<file path="config.mk">
export PLATFORM = sky130hd
export DESIGN_NAME = anc_frame_scheduler
export DESIGN_NICKNAME = d
export VERILOG_FILES = /design/src/rtl/anc_frame_scheduler.sv
export SDC_FILE = /design/constraint.sdc
export NUM_CORES = 1
export LEC_CHECK = 0
export ABC_AREA = 1
export CORE_UTILIZATION = 45
export DETAILED_ROUTE_END_ITERATION = 8
export GPL_TIMING_DRIVEN = 0
export PLACE_DENSITY_LB_ADDON = 0.25
export SYNTH_ARGS = -nofsm -noshare
export SYNTH_HDL_FRONTEND = slang
export SYNTH_SLANG_ARGS = --single-unit
</file>
<file path="constraint.sdc">
create_clock -name axis_clk -period 2.85 [get_ports axis_clk]
set_clock_uncertainty 0.15 [all_clocks]
set_input_delay 0.4275 -clock axis_clk [delete_from_list [all_inputs] [get_ports axis_clk]]
set_output_delay 0.4275 -clock axis_clk [all_outputs]
set_load 0.02 [all_outputs]
</file>
<file path="src/rtl/anc_frame_scheduler.sv">
// Per-frame sequencer for the ANC datapath: owns the shared I2S frame counter,
// gathers one ref/err sample pair per frame, fires the filter and streams its output.
module anc_frame_scheduler #(
    parameter int EOF_COUNT = 455,
    parameter int OVR_W     = 16
) (
    input  logic             axis_clk,
    input  logic             axis_reset,
    input  logic             enable,
    output logic [8:0]       count,
    input  logic [31:0]      ref_data,
    input  logic             ref_valid,
    input  logic             ref_last,
    output logic             ref_ready,
    input  logic [31:0]      err_data,
    input  logic             err_valid,
    input  logic             err_last,
    output logic             err_ready,
    output logic [23:0]      x_sample,
    output logic [23:0]      e_sample,
    output logic             sample_strobe,
    input  logic             filt_done,
    input  logic [23:0]      filt_y,
    output logic [31:0]      tx_data,
    output logic             tx_valid,
    output logic             tx_last,
    input  logic             tx_ready,
    output logic             overrun,
    output logic [OVR_W-1:0] overrun_cnt
);

    localparam logic [8:0] EOF_CNT  = 9'(EOF_COUNT);
    localparam logic [8:0] LAST_CNT = 9'd511;

    typedef enum logic [1:0] {ST_IDLE, ST_COLLECT, ST_COMPUTE} main_state_t;
    typedef enum logic [1:0] {TX_IDLE, TX_L, TX_R} tx_state_t;

    main_state_t      state_reg, state_next;
    tx_state_t        tx_state_reg, tx_state_next;
    logic [8:0]       count_reg, count_next;
    logic             got_ref_reg, got_ref_next;
    logic             got_err_reg, got_err_next;
    logic [23:0]      x_sample_reg, x_sample_next;
    logic [23:0]      e_sample_reg, e_sample_next;
    logic [23:0]      y_reg, y_next;
    logic             overrun_reg, overrun_next;
    logic [OVR_W-1:0] overrun_cnt_reg, overrun_cnt_next;
    logic [31:0]      tx_data_reg, tx_data_next;

    // Only the 24-bit sample field of each mic word is used.
    logic unused_upper_bits;
    assign unused_upper_bits = ^{ref_data[31:24], err_data[31:24]};

    always_ff @(posedge axis_clk) begin
        if (axis_reset) begin
            count_reg       <= '0;
            state_reg       <= ST_IDLE;
            tx_state_reg    <= TX_IDLE;
            got_ref_reg     <= 1'b0;
            got_err_reg     <= 1'b0;
            x_sample_reg    <= '0;
            e_sample_reg    <= '0;
            y_reg           <= '0;
            overrun_reg     <= 1'b0;
            overrun_cnt_reg <= '0;
            tx_data_reg     <= '0;
        end else begin
            count_reg       <= count_next;
            state_reg       <= state_next;
            tx_state_reg    <= tx_state_next;
            got_ref_reg     <= got_ref_next;
            got_err_reg     <= got_err_next;
            x_sample_reg    <= x_sample_next;
            e_sample_reg    <= e_sample_next;
            y_reg           <= y_next;
            overrun_reg     <= overrun_next;
            overrun_cnt_reg <= overrun_cnt_next;
            tx_data_reg     <= tx_data_next;
        end
    end

    // The I2S clocks depend on this counter, so it never stops.
    assign count_next = count_reg + 9'd1;

    always_comb begin
        state_next       = state_reg;
        got_ref_next     = got_ref_reg;
        got_err_next     = got_err_reg;
        x_sample_next    = x_sample_reg;
        e_sample_next    = e_sample_reg;
        y_next           = y_reg;
        overrun_next     = overrun_reg;
        overrun_cnt_next = overrun_cnt_reg;
        ref_ready        = 1'b0;
        err_ready        = 1'b0;
        sample_strobe    = 1'b0;

        // Ready is gated by enable so no beat is consumed in a cycle that is being muted.
        if (!enable) begin
            state_next   = ST_IDLE;
            got_ref_next = 1'b0;
            got_err_next = 1'b0;
            y_next       = '0;
        end else begin
            unique case (state_reg)
                ST_IDLE: state_next = ST_COLLECT;
                ST_COLLECT: begin
                    ref_ready = !got_ref_reg;
                    err_ready = !got_err_reg;
                    if (got_ref_reg && got_err_reg) begin
                        sample_strobe = 1'b1;
                        got_ref_next  = 1'b0;
                        got_err_next  = 1'b0;
                        state_next    = ST_COMPUTE;
                    end
                    if (ref_ready && ref_valid && ref_last) begin
                        x_sample_next = ref_data[23:0];
                        got_ref_next  = 1'b1;
                    end
                    if (err_ready && err_valid && err_last) begin
                        e_sample_next = err_data[23:0];
                        got_err_next  = 1'b1;
                    end
                end
                ST_COMPUTE: begin
                    // A completion in the deadline cycle still counts as on time.
                    if (filt_done) begin
                        y_next     = filt_y;
                        state_next = ST_COLLECT;
                    end else if (count_reg == EOF_CNT) begin
                        overrun_next = 1'b1;
                        if (overrun_cnt_reg != '1)
                            overrun_cnt_next = overrun_cnt_reg + OVR_W'(1);
                        state_next = ST_COLLECT;
                    end
                end
                default: state_next = ST_IDLE;
            endcase
        end
    end

    always_comb begin
        tx_state_next = tx_state_reg;
        tx_data_next  = tx_data_reg;
        unique case (tx_state_reg)
            TX_IDLE: begin
                if (count_reg == EOF_CNT) begin
                    tx_state_next = TX_L;
                    tx_data_next  = {{8{y_reg[23]}}, y_reg};
                end
            end
            TX_L: if (tx_ready) tx_state_next = TX_R;
            TX_R: begin
                if (tx_ready) begin
                    tx_state_next = TX_IDLE;
                    tx_data_next  = '0;
                end
            end
            default: tx_state_next = TX_IDLE;
        endcase
        // An unfinished packet never spills into the next frame.
        if (count_reg == LAST_CNT && tx_state_reg != TX_IDLE) begin
            tx_state_next = TX_IDLE;
            tx_data_next  = '0;
        end
    end

    assign count       = count_reg;
    assign x_sample    = x_sample_reg;
    assign e_sample    = e_sample_reg;
    assign tx_data     = tx_data_reg;
    assign tx_valid    = (tx_state_reg != TX_IDLE);
    assign tx_last     = (tx_state_reg == TX_R);
    assign overrun     = overrun_reg;
    assign overrun_cnt = overrun_cnt_reg;

endmodule

</file>
# After elaboration in Yosys (flattened, before gate mapping)

Index checks and enable logic that the tools add are counted.

Word-level logic and storage cells: 73
Flip-flop bits (word level): 136
Input port bits: 97
Output and inout port bits: 111

Muxes and demuxes: 20
Bitwise logic cells: 2
Eq/ne operators: 12
Add/sub/neg operators: 2
Reduce and logical (&&, ||, !) cells: 26

Operators by type and width:

| cell                  | count |
|---|---|
| $mux 32               | 2 |
| $pmux 32 s2           | 1 |
| $eq 9x9->1 const B    | 2 |
| $add 16x1->16 const B | 1 |
| $ne 16x16->1 const B  | 1 |
| $pmux 2 s3            | 2 |
| $reduce_and 3->1      | 4 |
| $mux 1                | 10 |
| $mux 2                | 5 |
| $add 9x1->9 const B   | 1 |
| $reduce_and 2->1      | 4 |
| $reduce_bool 2->1     | 4 |
| $logic_and 1x1->1     | 6 |
| $ne 2x2->1 const B    | 3 |
| $reduce_and 5->1      | 1 |
| $eq 2x1->1 const B    | 2 |
| $eq 2x2->1 const B    | 2 |
| $logic_not 2->1       | 2 |
| $reduce_and 4->1      | 1 |
| $reduce_or 2->1       | 2 |
| $ne 3x3->1 const B    | 1 |
| $logic_not 1->1       | 2 |
| $ne 2x1->1 const B    | 1 |
| $not 1->1             | 2 |

# Depth between registers and ports, before layout

Depth after elaboration: 5
Gate-level depth with buffers: 11
Depth with buffers taken out: 10

# Worst setup path before layout

OpenSTA, ideal clock, no wires.

Path kind: flip-flop to flip-flop
Start point: register count_reg[0] (netlist: count[0])
End point: register tx_data_reg[10] (netlist: tx_data[10])
Data required time: 2.568 ns
Path slack: 0.840 ns
Stages on the path, launching flop included: 11
Arrival time: 1.728 ns
Period minus slack after synthesis: 2.010 ns
Library setup time: 0.132 ns
Buffers on the path: 1
Cell sequence: dfxtp_1 > ha_1 > nand2_1 > inv_1 > nand4_1 > nor2_1 > ha_1 > nand2_1 > nand2_1 > clkbuf_1 > a21oi_1

Cells in the longest elaborated chain, start to end: 3
Elaborated cells on any way between the ends: 6
Classes of those cells: eq/ne (3); reduce/logical (3)

RTL lines:

| what                                                                 | line     | source |
|---|---|---|
| start: declaration                                                   | 40       | `logic [8:0] count_reg, count_next;` |
| start signal: assignment                                             | 68       | `count_reg <= count_next;` |
| $eq 9x9->1, on equally long branches                                 | 147, 162 |  |
| $ne 2x2->1 (no line) / $logic_and 1x1->1 (equally long branches)     | -        |  |
| $reduce_and 3->1 (no line) / $reduce_or 2->1 (equally long branches) | -        |  |
| end signal: assignment                                               | 78       | `tx_data_reg <= tx_data_next;` |
| end: declaration                                                     | 48       | `logic [31:0] tx_data_reg, tx_data_next;` |

Several ways; a longest one is shown, not always the timed one.
A chain may end at the register's enable or synchronous reset.

# Worst setup path in the final report

Start point: input enable
End point: output ref_ready

Cells in the longest elaborated chain, start to end: 1

RTL lines:

| what               | line | source |
|---|---|---|
| start: declaration | 9    | `input logic enable,` |
| $mux 1             | 99   | `if (!enable) begin` |
| end: declaration   | 14   | `output logic ref_ready,` |

Every way passes these cells.

==> key figures <==
GRT
  – Largest net degree at the start of global routing: 17
  – Met3 GRT Util: 0.0931
  – Initial antenna violation count: 0
  – Global-route wire length before repair: 22200 µm
  – GRT busiest layer: met2
  – Number of global-route vias before repair: 4742
  – Met1 Track Usage GR: 0.281
  – Total grt overflow: 0
  – M2 GR Usage: 0.396
  – GRT Overall Usage: 0.238

Logic synthesis
  – Synth unique cells: 27
  – Post-synth top flop: dfxtp_1
  – YS warnings: 0
  – Synth cell count leaders: nand2_1, nor2_1, dfxtp_1
  – Mapped cell area: 5210 µm²
  – Net count after synthesis: 811
  – Syn avg cell area: 7.33 µm²
  – Post-synth top area share: 0.492
  – Area contributors post-synth: dfxtp_1, nand2_1, nor2_1
  – Register bit total from synthesis: 128
  – Async S/R FF share, synth: 0
  – Synth Instances: 711
  – Post-synth EDFFs: 0
  – Cell accounting for the most synthesized area: dfxtp_1
  – Most instantiated library cell after synthesis: nand2_1
  – Register area share after synthesis: 0.492

Finish
  – Share of cells above drive strength 1: 0.106
  – Area growth, synth to finish: 51.8%
  – Fin util: 0.714
  – Register Area: 2560 µm²
  – Final cell count without fillers: 1073
  – Nets@finish: 1020
  – Multi-input combinational cell area: 2170 µm²
  – Antenna diodes: 0
  – Fillers: 908

Drt
  – Initial DRT Pass Iterations: 4
  – DRC viols: 0
  – Mean routed wirelength per cell: 12.6 µm
  – Final ANT Viol Nets: 0
  – Via count: 5033
  – Number of DRC markers in iteration 0: 238
  – Routed vias/inst: 4.69
  – Final WL: 13600 µm

Critical path
  – CP max FO: 4
  – Worst setup EP type: output port
  – CP most frequent cell: clkdlybuf4s50_1
  – Worst EP arrival: 1840 ps
  – CP required: 2270 ps
  – Worst path cell trace: clkdlybuf4s50_1, nand2_2, nor2_1, clkdlybuf4s50_1
  – CP Launch Type: input port
  – Largest stage delay, worst path: 630 ps
  – Crit-path slowest cell: clkdlybuf4s50_1
  – CP delay by family, top: buffers and inverters
  – Crit path kind: in -> out
  – CP bufs+invs: 2

Timing
  – Setup TNS: 0 ps
  – Endpoints failing setup: 0
  – Worst-Margin Slew: 542 ps
  – Crit path time final: 2420 ps
  – Final period util: 0.850
  – Fmax: 413 MHz
  – Final Hold Viols: 0
  – Final Max Slew Viols: 0
  – Worst setup margin: 428 ps
  – RSZ-0062 raised after global routing: no
  – Slew margin rel.: 0.639

Floorplanning
  – # IOs: 208
  – Starting density of the core: 0.470
  – Die ar.: 12000 µm²
  – Die X: 110 µm
  – Cell row count: 38
  – Core Area: 11100 µm²
  – DIE HEIGHT: 110 µm

Clocking
  – Cts bufs inserted: 17
  – Setup bufs post-CTS: 0
  – H-tree depth: 4
  – CTS tree: done
  – Clock transition at the registers of the reported paths: 60 ps
  – Clk_lat worst skew: 400 ps
  – Cts repair resizes: 0
  – Clk buf depth: 2
  – Clock sinks: 128
  – Clk root buf: clkbuf_16
  – # hold bufs at CTS: 0

Placed design
  – Detailed Place HPWL: 9710 µm
  – IO buf count: 190
  – Post-Place Worst Slack: 418 ps
  – GP Congestion: 0.799
  – Dpl cells: 1041

Power and ir drop
  – Pleak: 3.09 nW
  – Max VDD drop: 0.438 mV
  – Cell area power density: 548 nW/µm²

Job
  – Max-Cap Viols: 0

Status
  – Outcome: finished, final reports clean

Hold path
  – Min-Delay Path Class: in -> reg
## placed cells by master (no fill, tap or decap), types with 17 or more instances in the layout
master / n
o21ai_1: 23
inv_1: 50
clkbuf_16: 17
dfxtp_1: 128
nor2_2: 20
nor2_1: 130
o21ai_0: 30
a21oi_1: 55
nand3_1: 37
nand2_1: 165
clkdlybuf4s50_1: 190
## where the power goes
part,internal (mW),leakage (nW),total [mW],switching [mW]
registers,1.81,1.03,1.82,0.0120
logic,0.149,1.76,0.264,0.115
clock network,1.41,0.298,2.24,0.830
## routing by layer
layer	part of all wire	up-vias
li1	-	2651
met1	0.43	2201
met2	0.47	170
met3	0.092	11
met4	0.012	0
met5	0	-
## kinds of logic after synthesis
group,count (synthesis),share of synthesized area
AOI/OAI and AO/OA,110,0.106
DFF,128,0.492
and+or+nand+nor,370,0.302
adders and majority gates,3,0.00721
xor gates and xnor gates,1,0.00168
buffers and inverters,99,0.0908
## final timing paths
kind	depth (start not counted)	startpoint	slack [ps]	end
min	2	axis_reset	180	count[0]$_SDFF_PP0_
min reg2reg	2	tx_data[3]$_SDFFE_PP0P_	310	tx_data[3]$_SDFFE_PP0P_
max reg2reg	10	count[0]$_SDFF_PP0_	640	tx_data[6]$_SDFFE_PP0P_
max	4	enable	430	ref_ready
## through the flow
stage / cell area, µm² / total power, mW / hold slack (ps)
2_1_floorplan: 5210 / 1.95 / 294
3_3_place_gp: 7290 / 2.12 / 296
3_5_place_dp: 7290 / 2.12 / 304
4_1_cts: 7910 / 4.37 / 162
5_1_grt: 7910 / 4.48 / 174
6_report: 7910 / 4.33 / 175
## final cells by class
cell class | instances | area share
clock inverter | 14 | 0.0228
sequential | 128 | 0.324
buffer | 39 | 0.0310
inverter | 60 | 0.0288
clock buffer | 18 | 0.0556
tap | 140 | 0.0222
multi-input combinational | 484 | 0.275
timing repair buffer | 190 | 0.241
(Power assumes the default switching activity.)
